$ cat src/rtl/unstripe_pkg.sv
// Shared types for the two-lane unstriping scheduler.
package unstripe_pkg;

    localparam int unsigned DEFAULT_DATA_W = 32;

    typedef enum logic {
        LANE0 = 1'b0,
        LANE1 = 1'b1
    } lane_e;

    typedef enum logic [1:0] {
        IDLE   = 2'd0,
        RUN    = 2'd1,
        RESYNC = 2'd2
    } state_e;

endpackage

$ cat src/rtl/unstripe_scheduler_lane_fifo.sv
// Per-lane synchronous FIFO; fullness is judged on occupancy before a same-cycle pop.
module lane_fifo #(
    parameter int unsigned DATA_W = 32,
    parameter int unsigned DEPTH  = 4
) (
    input  logic              clk,
    input  logic              reset,
    input  logic              push,
    input  logic              pop,
    input  logic              flush,
    input  logic [DATA_W-1:0] din,
    output logic              full,
    output logic              empty,
    output logic [DATA_W-1:0] dout
);

    localparam int unsigned AW = $clog2(DEPTH);

    logic [DATA_W-1:0] mem [DEPTH];
    logic [AW-1:0]     rd_ptr;
    logic [AW-1:0]     wr_ptr;
    logic [AW:0]       count;
    logic              wr_en;
    logic              rd_en;

    assign full  = (count == (AW+1)'(DEPTH));
    assign empty = (count == '0);
    assign wr_en = push && !full && !flush;
    assign rd_en = pop && !empty && !flush;
    assign dout  = mem[rd_ptr];

    always_ff @(posedge clk) begin
        if (reset || flush) begin
            rd_ptr <= '0;
            wr_ptr <= '0;
            count  <= '0;
        end else begin
            if (wr_en) wr_ptr <= wr_ptr + AW'(1);
            if (rd_en) rd_ptr <= rd_ptr + AW'(1);
            case ({wr_en, rd_en})
                2'b10:   count <= count + (AW+1)'(1);
                2'b01:   count <= count - (AW+1)'(1);
                default: count <= count;
            endcase
        end
    end

    always_ff @(posedge clk) begin
        if (wr_en) mem[wr_ptr] <= din;
    end

endmodule

$ cat src/rtl/unstripe_scheduler.sv
// Two-lane unstriping scheduler: per-lane FIFOs drained in strict alternation into a
// registered valid/ready output, with a stall watchdog that flushes both lanes on misalignment.
module unstripe_scheduler
    import unstripe_pkg::*;
#(
    parameter int unsigned DATA_W  = DEFAULT_DATA_W,
    parameter int unsigned DEPTH   = 4,
    parameter int unsigned TIMEOUT = 16
) (
    input  logic              clk,
    input  logic              reset,
    input  logic              valid_0,
    input  logic [DATA_W-1:0] lane_0,
    input  logic              valid_1,
    input  logic [DATA_W-1:0] lane_1,
    input  logic              ready_out,
    output logic              valid_out,
    output logic [DATA_W-1:0] data_out,
    output logic              active_lane,
    output logic [1:0]        overflow,
    output logic              resync_err
);

    localparam int unsigned CW      = $clog2(TIMEOUT);
    localparam logic [CW-1:0] CNT_MAX = CW'(TIMEOUT - 1);

    state_e            state_q, state_d;
    lane_e             lane_q, lane_d;
    logic [CW-1:0]     cnt_q, cnt_d;
    logic              valid_q;
    logic [DATA_W-1:0] data_q;
    logic [1:0]        ovf_q;

    logic [1:0]        full_v;
    logic [1:0]        empty_v;
    logic [DATA_W-1:0] dout_0, dout_1;
    logic              accept;
    logic              act;
    logic              advance;
    logic              drain_en;
    logic              out_load;
    logic              load;
    logic              flush;

    assign act     = lane_q;
    assign accept  = (state_q != RESYNC);
    assign advance = !valid_q || ready_out;

    lane_fifo #(.DATA_W(DATA_W), .DEPTH(DEPTH)) u_fifo_0 (
        .clk   (clk),
        .reset (reset),
        .push  (valid_0 && accept),
        .pop   (load && !act),
        .flush (flush),
        .din   (lane_0),
        .full  (full_v[0]),
        .empty (empty_v[0]),
        .dout  (dout_0)
    );

    lane_fifo #(.DATA_W(DATA_W), .DEPTH(DEPTH)) u_fifo_1 (
        .clk   (clk),
        .reset (reset),
        .push  (valid_1 && accept),
        .pop   (load && act),
        .flush (flush),
        .din   (lane_1),
        .full  (full_v[1]),
        .empty (empty_v[1]),
        .dout  (dout_1)
    );

    always_comb begin
        state_d  = state_q;
        lane_d   = lane_q;
        cnt_d    = cnt_q;
        drain_en = 1'b0;
        flush    = 1'b0;
        out_load = 1'b0;
        load     = 1'b0;
        case (state_q)
            IDLE: begin
                drain_en = 1'b1;
                if (!empty_v[0]) state_d = RUN;
            end
            RUN: begin
                if (cnt_q == CNT_MAX) begin
                    state_d = RESYNC;
                    lane_d  = LANE0;
                    cnt_d   = '0;
                end else begin
                    drain_en = 1'b1;
                    // Back-pressure holds the count rather than clearing it.
                    if (empty_v[act] && full_v[!act]) begin
                        if (advance && cnt_q != CNT_MAX) cnt_d = cnt_q + CW'(1);
                    end else begin
                        cnt_d = '0;
                    end
                end
            end
            RESYNC: begin
                flush   = 1'b1;
                state_d = IDLE;
                lane_d  = LANE0;
                cnt_d   = '0;
            end
            default: state_d = IDLE;
        endcase
        if (drain_en && advance) begin
            out_load = 1'b1;
            if (!empty_v[act]) begin
                load   = 1'b1;
                lane_d = (lane_q == LANE0) ? LANE1 : LANE0;
            end
        end
    end

    always_ff @(posedge clk) begin
        if (reset) begin
            state_q <= IDLE;
            lane_q  <= LANE0;
            cnt_q   <= '0;
            valid_q <= 1'b0;
            data_q  <= '0;
            ovf_q   <= '0;
        end else begin
            state_q <= state_d;
            lane_q  <= lane_d;
            cnt_q   <= cnt_d;
            if (out_load) begin
                valid_q <= load;
                if (load) data_q <= act ? dout_1 : dout_0;
            end
            ovf_q <= ovf_q | {valid_1 && full_v[1] && accept, valid_0 && full_v[0] && accept};
        end
    end

    assign valid_out   = valid_q;
    assign data_out    = data_q;
    assign active_lane = lane_q;
    assign overflow    = ovf_q;
    assign resync_err  = (state_q == RESYNC);

endmodule

$ cat config.mk
export PLATFORM = sky130hd
export DESIGN_NAME = unstripe_scheduler
export DESIGN_NICKNAME = d
export VERILOG_FILES = /design/src/rtl/unstripe_pkg.sv /design/src/rtl/unstripe_scheduler_lane_fifo.sv /design/src/rtl/unstripe_scheduler.sv
export SDC_FILE = /design/constraint.sdc
export NUM_CORES = 1
export LEC_CHECK = 0
export ABC_AREA = 1
export CELL_PAD_IN_SITES_DETAIL_PLACEMENT = 1
export CELL_PAD_IN_SITES_GLOBAL_PLACEMENT = 1
export CORE_ASPECT_RATIO = 0.75
export CORE_UTILIZATION = 47
export CTS_CLUSTER_DIAMETER = 200
export CTS_CLUSTER_SIZE = 10
export DETAILED_ROUTE_END_ITERATION = 10
export PLACE_DENSITY = 0.89
export RECOVER_POWER = 25
export SYNTH_ARGS = -nofsm -noshare
export SYNTH_HDL_FRONTEND = slang
export SYNTH_SLANG_ARGS = --single-unit
$ cat constraint.sdc
create_clock -name clk -period 3.5 [get_ports clk]
set_input_delay 1.05 -clock clk [delete_from_list [all_inputs] [get_ports clk]]
set_output_delay 1.05 -clock clk [all_outputs]
set_load 0.01 [all_outputs]
==> impl_metrics.yaml <==
clocking:
  cts_sinks: 316
  cts_tree: "yes"
  clock_latency_ns: 0.52
  ctsHoldBuffers: 0
  cts_buffer_depth: 3
  postCtsSetupBuffers: 0
  clockRootBuffer: "clkbuf_16"
  numCtsBuffers: 37
  clkTransAtPathRegs_ns: 0.06
  cts_resized: 0
  h-tree-depth: 2
timing:
  tns_ns: 0
  setup_viol: 0
  timing.slew.headroom: 0.261
  worst_pin_slew_ns: 1.11
  finalHoldViolations: 0
  min_period_ns: 2.86
  post-route-period-util: 0.818
  fmax_mhz: 349
  rsz0062_at_grt: "no"
  report.final.slew_viol_count: 0
  setup_slack_ns: 0.636
  final.setup_skew_ns: 0.0276
critical_path:
  crit_required_ns: 2.45
  cp-end-kind: "primary output"
  start_kind: "flip-flop"
  critical_path_class: "reg -> out"
  cp_cell_sequence: "inv_1, ha_1, clkdlybuf4s50_1"
  critPathSlowestCell: "clkdlybuf4s50_1"
  max_stage_delay_ns: 0.58
  critPathMaxFanout: 5
  arrival_ns: 1.81
logic_synthesis:
  ys_seq_elements: 316
  synth_compound_area_frac: 0.124
  synth_edf_count: 256
  synth_commonest_cells: "edfxtp_1, nor2_1, nand2_1, o21ai_0, o211ai_1"
  ys_types: 35
  syn_nets: 1150
  yosys.area.top_type_share: 0.606
  synth_area_leaders: "edfxtp_1, dfxtp_1, nor2_1, nand2_1, o21ai_0"
  synthMuxAreaShare: 0
  synth_top_family_by_area: "compound AO/OA/AOI/OAI gates"
  yosysMostFrequentCell: "edfxtp_1"
  synth_simple_gate_area_share: 0.118
  synthFlopType: "edfxtp_1"
  synthArstFlopShare: 0
  synth_xor_area_frac: 0.00276
  synth_fa_ha_area_frac: 0.0179
  syn_inst: 1064
  syn_area_mm2: 0.0127
  ys_seq_area_frac: 0.700
  yosys_warnings: 0
  synth.avg_cell_area_um2: 11.9
  synth_area_leader_cell: "edfxtp_1"
placement:
  hpwl_mm: 21.4
  io_buffers: 105
  place_congestion: 0.833
  place_area_mm2: 0.0141
  post-place-ws_ns: 0.238
die:
  fp.dieH_um: 144
  start_util: 0.484
  rows: 51
  die_w_um: 192
  core_area_mm2: 0.0262
  die_area_mm2: 0.0277
  num_io_pins: 106
detailed_routing:
  via_count: 8712
  routed_wl_mm: 35.1
  vias_per_cell: 5.65
  drc: 0
  routedWlPerCell_um: 22.8
  dr.first_iter.drc_count: 789
  first_pass_iters: 5
  drtAntennaViolNets: 0
grt:
  track_usage: 0.257
  first_global_vias: 9182
  grt_pass1_wl_mm: 52.5
  gr-total-overflow: 0
  antenna_found_initial: 2
  grt_start_max_net_pins: 65
final_layout:
  stdcell_area_mm2: 0.0152
  drive_above_1_share: 0.0970
  nets: 1254
  final_core_util: 0.578
  area_delta_synth_final_pct: 19.5
power_and_ir_drop:
  p_leak_nw: 5.31
  peakVddDrop_uv: 397
  finalPower_mw: 12.0
  p_per_area_mw_per_mm2: 793
status:
  outcome: "complete, no violations"
flow_run:
  drv_cap: 0
min_path:
  hold_path.class: "reg -> reg"
worst max-delay path: cells and delay by family, from the launching register on:
kind / cells / cell delay [ns]
adders and majority gates: 1 / 0.28
buffers and inverters: 2 / 0.67
DFF: 1 / 0.34
sequential cells by signal (all words and copies together) (netlist names), named ones only:
register and flops:
active_lane 1, u_fifo_0.wr_ptr 2, cnt_q 4, state_q 2, u_fifo_1.rd_ptr 2, u_fifo_1.count 3
u_fifo_0.count 3, valid_out 1, u_fifo_0.rd_ptr 2, data_out 32, u_fifo_0.mem 128, u_fifo_1.wr_ptr 2
overflow 2, u_fifo_1.mem 128
cell families (layout without fill, tap and decap cells):
kind of cell,count (synthesis),after routing
and+or+nand+nor,374,374
AOI/OAI and AO/OA,256,256
xor gates and xnor gates,4,4
DFF,316,316
buffers and inverters,97,229
other,0,2
adders and majority gates,17,17
placed cells by master, fill, tap and decap left out, types with 3 or more instances in the layout:
cell type,Yosys,layout
a21oi_1,19,19
a21oi_2,31,31
buf_12,0,4
buf_4,7,13
clkbuf_1,24,27
clkbuf_16,0,39
clkdlybuf4s50_1,0,65
dfxtp_1,60,57
dfxtp_2,0,3
dlygate4sd3_1,0,40
edfxtp_1,256,256
ha_1,15,15
inv_1,34,34
inv_2,3,3
nand2_1,156,156
nand2_2,3,3
nand2_4,3,3
nand3_1,8,8
nand4_1,5,5
nor2_1,193,185
nor2_2,0,8
o211ai_1,64,64
o21ai_0,105,105
o21ai_1,31,31
xor2_1,4,4
routing by layer:
layer  GRT usage  up-vias  wire [um]
li1            -     3971          -
met1       0.335     4426      14800
met2       0.439      260      17400
met3      0.0473       55       2110
met4      0.0777        0        780
met5           0        -          0
per-stage QoR:
| step | cells | hold WS (ns) |
|---|---|---|
| detailed placement | 1473 | 0.469 |
| floorplan | 1064 | 0.444 |
| CTS | 1540 | 0.486 |
| global route | 1541 | 0.507 |
| finish | 1542 | 0.477 |
| global placement | 1473 | 0.460 |
path summary, 6_finish.rpt:
check	from	endpoint	slack, ns	cells past startpoint
worst max register to register	state_q[0]$_SDFFE_PP0P_	u_fifo_1.count[2]$_SDFFE_PP0P_	0.69	12
worst min register to register	overflow[0]$_SDFF_PP0_	overflow[0]$_SDFF_PP0_	0.48	2
worst min-delay path	overflow[0]$_SDFF_PP0_	overflow[0]$_SDFF_PP0_	0.48	2
worst max-delay path	state_q[0]$_SDFFE_PP0P_	resync_err	0.64	3
layout make-up:
type,instances,area (um2)
Antenna cell,2,5.00
Sequential cell,316,8890
Multi-Input combinational cell,651,3360
Clock buffer,66,1080
Fill cell,2651,11100
Inverter,40,160
Tap cell,344,430
Timing Repair Buffer,122,1230
Clock inverter,1,16.3
power by group:
| group | switching, mW | internal, mW | total [mW] |
|---|---|---|---|
| combinational | 2.41 | 1.06 | 3.47 |
| clock | 1.47 | 2.08 | 3.55 |
| sequential | 0.270 | 4.74 | 5.01 |
| total | 4.16 | 7.87 | 12.0 |
(Power assumes the default switching activity.)
